$ cat src/rtl/echo_timer_pkg.sv
// Shared delay-line definitions: FSM state encoding and counter width helper,
// common to echo_timer and the transmit burst generator.
package echo_timer_pkg;

    typedef enum logic [1:0] {
        ST_IDLE    = 2'd0,
        ST_BLANK   = 2'd1,
        ST_LISTEN  = 2'd2,
        ST_QUALIFY = 2'd3
    } state_t;

    // Bits needed to hold values 0..max_val (never less than one bit).
    function automatic int width_for(input int max_val);
        return (max_val < 2) ? 1 : $clog2(max_val + 1);
    endfunction

endpackage

$ cat src/rtl/echo_timer_sync_edge.sv
// Receive-comparator synchroniser and rising-edge detector (module sync_edge).
// GLITCH_FILTER=1 requires two consecutive high samples after a low one.
module sync_edge #(
    parameter bit GLITCH_FILTER = 1'b0
) (
    input  logic clk,
    input  logic n_reset,
    input  logic rx_in,
    output logic rise
);

    logic sync_1;
    logic sync_2;
    logic prev_1;
    logic prev_2;

    always_ff @(posedge clk or negedge n_reset) begin
        if (!n_reset) begin
            sync_1 <= 1'b0;
            sync_2 <= 1'b0;
            prev_1 <= 1'b0;
            prev_2 <= 1'b0;
        end else begin
            sync_1 <= rx_in;
            sync_2 <= sync_1;
            prev_1 <= sync_2;
            prev_2 <= prev_1;
        end
    end

    // Filtered edge fires on the second high sample, one cycle after a plain edge.
    assign rise = GLITCH_FILTER ? (sync_2 & prev_1 & ~prev_2) : (sync_2 & ~prev_1);

endmodule

$ cat src/rtl/echo_timer.sv
// Time-of-flight receiver: blanks transmit ringing, qualifies an edge burst, reports tof or timeout.
// Optional glitch filter on the receive path: define ECHO_TIMER_GLITCH_FILTER_EN.
module echo_timer
    import echo_timer_pkg::*;
#(
    parameter int TOF_WIDTH   = 16,
    parameter int BLANK_CLKS  = 20,
    parameter int MIN_EDGES   = 2,
    parameter int EDGE_WINDOW = 8,
    parameter int MAX_CLKS    = 50000
) (
    input  logic                 clk,
    input  logic                 n_reset,
    input  logic                 start,
    input  logic                 rx_in,
    output logic                 busy,
    output logic [TOF_WIDTH-1:0] tof,
    output logic                 tof_valid,
    output logic                 timeout
);

`ifdef ECHO_TIMER_GLITCH_FILTER_EN
    localparam bit GLITCH_FILTER = 1'b1;
`else
    localparam bit GLITCH_FILTER = 1'b0;
`endif

    localparam int WIN_W = width_for(EDGE_WINDOW - 1);
    localparam int EC_W  = width_for(MIN_EDGES);

    localparam logic [TOF_WIDTH-1:0] BLANK_LAST = TOF_WIDTH'(BLANK_CLKS - 1);
    localparam logic [TOF_WIDTH-1:0] CTR_LAST   = TOF_WIDTH'(MAX_CLKS - 1);
    localparam logic [WIN_W-1:0]     WIN_LAST   = WIN_W'(EDGE_WINDOW - 1);
    localparam logic [EC_W-1:0]      EC_LAST    = EC_W'(MIN_EDGES - 1);

    state_t                 state;
    logic [TOF_WIDTH-1:0]   ctr;
    logic [TOF_WIDTH-1:0]   tof_cap;
    logic [WIN_W-1:0]       win;
    logic [EC_W-1:0]        edge_cnt;
    logic                   rise;
    logic                   report;
    logic [TOF_WIDTH-1:0]   report_val;

    sync_edge #(
        .GLITCH_FILTER(GLITCH_FILTER)
    ) u_sync_edge (
        .clk    (clk),
        .n_reset(n_reset),
        .rx_in  (rx_in),
        .rise   (rise)
    );

    // A qualifying edge this cycle; it takes priority over a coincident timeout.
    always_comb begin
        report     = 1'b0;
        report_val = tof_cap;
        if (state == ST_LISTEN && rise && MIN_EDGES == 1) begin
            report     = 1'b1;
            report_val = ctr;
        end else if (state == ST_QUALIFY && rise && edge_cnt == EC_LAST) begin
            report     = 1'b1;
            report_val = tof_cap;
        end
    end

    always_ff @(posedge clk or negedge n_reset) begin
        if (!n_reset) begin
            state     <= ST_IDLE;
            ctr       <= '0;
            tof_cap   <= '0;
            win       <= '0;
            edge_cnt  <= '0;
            tof       <= '0;
            tof_valid <= 1'b0;
            timeout   <= 1'b0;
        end else begin
            tof_valid <= 1'b0;
            timeout   <= 1'b0;
            if (state != ST_IDLE) begin
                ctr <= ctr + 1'b1;
            end
            case (state)
                ST_IDLE: begin
                    if (start) begin
                        ctr      <= '0;
                        win      <= '0;
                        edge_cnt <= '0;
                        state    <= ST_BLANK;
                    end
                end
                ST_BLANK: begin
                    if (ctr == BLANK_LAST) begin
                        state <= ST_LISTEN;
                    end
                end
                ST_LISTEN: begin
                    if (rise) begin
                        tof_cap  <= ctr;
                        edge_cnt <= EC_W'(1);
                        win      <= '0;
                        state    <= ST_QUALIFY;
                    end
                end
                ST_QUALIFY: begin
                    if (rise) begin
                        edge_cnt <= edge_cnt + 1'b1;
                        win      <= '0;
                    end else if (win == WIN_LAST) begin
                        edge_cnt <= '0;
                        tof_cap  <= '0;
                        win      <= '0;
                        state    <= ST_LISTEN;
                    end else begin
                        win <= win + 1'b1;
                    end
                end
                default: state <= ST_IDLE;
            endcase

            if (report) begin
                tof       <= report_val;
                tof_valid <= 1'b1;
                state     <= ST_IDLE;
            end else if (state != ST_IDLE && ctr == CTR_LAST) begin
                timeout <= 1'b1;
                state   <= ST_IDLE;
            end
        end
    end

    assign busy = (state != ST_IDLE);

endmodule

$ cat config.mk
export PLATFORM = sky130hd
export DESIGN_NAME = echo_timer
export DESIGN_NICKNAME = d
export VERILOG_FILES = /design/src/rtl/echo_timer_pkg.sv /design/src/rtl/echo_timer_sync_edge.sv /design/src/rtl/echo_timer.sv
export SDC_FILE = /design/constraint.sdc
export NUM_CORES = 1
export LEC_CHECK = 0
export BUFFER_PORTS_ARGS = -buffer_cell sky130_fd_sc_hd__buf_4
export CORE_MARGIN = 2
export CORE_UTILIZATION = 63
export DETAILED_ROUTE_END_ITERATION = 8
export PLACE_DENSITY = 0.84
export SLEW_MARGIN = 20
export SYNTH_ARGS = -nofsm -noshare
export SYNTH_HDL_FRONTEND = slang
export SYNTH_HIERARCHICAL = 1
export SYNTH_SLANG_ARGS = --single-unit
$ cat constraint.sdc
create_clock -name clk -period 3.2 [get_ports clk]
set_clock_uncertainty 0.15 [all_clocks]
set_input_delay 0.32 -clock clk [delete_from_list [all_inputs] [get_ports clk]]
set_output_delay 0.32 -clock clk [all_outputs]
set_load 0.1 [all_outputs]
==> results.toml <==
[outcome]
outcome = "finished clean"

[clocking]
numCtsBuffers = 9
h-tree-depth = 3
path_clk_slew_ps = 70
cts_tree = "done"
cts_buffer_depth = 2
cts_hold_buf = 2
clkSinkCount = 60
cts_root_buf = "clkbuf_8"
clk_latency_ps = 330
post_cts_buffers = 0
cts-resized-gates = 0

[sta]
setup_tns_ps = 0
hold_ws_ps = 158
period_share_pct = 69.7
min_period_ps = 2230
finalSetupViolations = 0
rsz0062_at_grt = "no"
final-hold-violation-count = 0
worst_slew_pin_slew_ps = 934
setup_ws_ps = 969
max-slew-margin-rel_pct = 37.5
slew_violations = 0
max_freq_mhz = 448

[min_path]
hold_depth = 3
worstHoldEndpoint = "ctr[1]"
worstHoldPathType = "input port to flip-flop"
hold_start = "start"

[drt]
routed.top_layer = "met4"
ant_nets = 0
met3WireLength_um = 293
route.met2.wl_um = 2470
wl_um = 5360
vias_per_cell = 5.97
drt_first_iter_violations = 206
dr.pass1.iters = 4
drc = 0
vias = 2000
met1_length_um = 2500
wl_per_cell_um = 16.0

[logic_synthesis]
seq_area_frac_synth_pct = 56.8
synthTopCellsByCount = "75 x nand2_1, 60 x dfrtp_1, 17 x a22o_1, 12 x o21ai_0, 10 x mux2i_1"
synth.most_common_cell = "nand2_1"
synth_area_per_cell_um2 = 10.3
synth_warnings = 6
synthTopCellsByArea = "dfrtp_1 57%, nand2_1 11%, a22o_1 5.6%"
synth_cells = 258
synth_async_sr_flop_share_pct = 100
synth_nets = 266
synth-seq-cells = 60
syn_area_um2 = 2650
synth_flop_cell = "dfrtp_1"
synth-edff-count = 0
synth_top_cell_area_share_pct = 56.8
synth_top_cell_by_area = "dfrtp_1"
yosysUniqueCellTypes = 43

[placement]
globalplace.congestion = 0.809
post_dp_cell_area_um2 = 2810
dp.cells = 317
place_hpwl_um = 3580
post-place-ws_ps = 1180
io_buffers = 22

[grt]
grt_pass1_vias = 1803
overflow = 0
track_usage_pct = 26.4
grt_first_pass_wirelength_um = 8780
grt_antenna_before_repair = 0
grt_max_degree = 61

[setup_path]
cp_max_fo = 16
cp-start-kind = "flip-flop"
r2r_start = "state[1]"
worst_ep_required_time_ps = 2730
crit_path_max_incr_delay_ps = 570
arrival_ps = 1760
cp.depth = 3
ff2ff_path_depth = 4
timing.rr.end = "tof[15]"
critical-path-top-delay-family = "flip-flops"
slowest_stage = "dfrtp_1"
cp-end-kind = "output port"
worst-setup-path-type = "flip-flop to output port"
r2r_slack_ps = 1120
critical_path_buf_inv_count = 2
critical_path.cell_chain = "nor2_2, inv_2, buf_4"

[power]
peakVddDrop_mv = 0.353
total_power_mw = 1.40
p_per_area_nw_per_um2 = 464
p_leak_nw = 1.53

[layout]
fin_util_pct = 74.8
diodes = 0
nNetsFinal = 288
fin_area_um2 = 3010
syn_to_final_growth_pct = 13.9
drive_above_1_share_pct = 17.2
final_cells = 335

[die]
rows = 23
die_y_um = 68.8
die-area_um2 = 4730
die_x_um = 68.8
core-area_um2 = 4030
num_io_pins = 23
initial_utilization_pct = 65.7

[flow_run]
maxCapViolations = 0
## worst max path at each step
stage,from,end,slack (ps)
2_1_floorplan,state[1],ctr[9],1450
3_3_place_gp,state[1],report_val[5],1190
3_5_place_dp,state[1],tof[13],1180
4_1_cts,state[1],busy,990
5_1_grt,state[1],busy,890
6_report,state[1],busy,970
## state kept, by name (all words and copies together), names as in the netlist
register and count:
ctr 16, report_val 16, tof 16, win 3, edge_cnt 2, state 2
timeout 1, tof_valid 1, u_sync_edge/prev_1 1, u_sync_edge/sync_1 1, u_sync_edge/sync_2 1
## cells in the final DEF, fill, tap and decap left out, types with 4 or more instances in the layout
| master | n |
|---|---|
| nand2b_1 | 4 |
| ha_1 | 4 |
| dfrtp_1 | 60 |
| mux2i_1 | 10 |
| buf_4 | 22 |
| clkbuf_8 | 11 |
| nand4_1 | 4 |
| a22o_1 | 17 |
| o21ai_0 | 12 |
| inv_1 | 6 |
| nand2_1 | 75 |
| nand3_1 | 5 |
| nor2_1 | 8 |
| o31ai_1 | 4 |
## area by class of cell
type | instances | area (um2)
timing repair buffer | 24 | 185
clock inverter | 4 | 23.8
tap | 50 | 62.6
sequential | 60 | 1500
inverter | 8 | 30.0
clock buffer | 12 | 155
fill | 262 | 1020
multi-input combinational | 177 | 1050
## cells by family after synthesis
kind of cell	share of synthesized area [%]
AO/OA/AOI/OAI	13.7
adder cells (fa/ha/maj)	1.89
buffers and inverters	3.41
flip-flops	56.8
multiplexers	3.78
AND/OR/NAND/NOR	20.4
## metal layers
metal | vias up | GRT usage, %
li1 | 944 | -
met1 | 978 | 35.8
met2 | 65 | 39.7
met3 | 13 | 8.28
met4 | 0 | 10.8
met5 | - | 0
## worst min-delay path, stage by stage
cell,delay [ps]
buf_4,110
nand2b_1,100
o21ai_0,60
## report_power, final
part | total, mW | internal, mW | switching [mW]
Sequential | 0.763 | 0.761 | 0.00185
Combinational | 0.0274 | 0.00817 | 0.0192
Clock | 0.608 | 0.321 | 0.288
Total | 1.40 | 1.09 | 0.309
No activity file was read; power rests on OpenSTA's default activity.
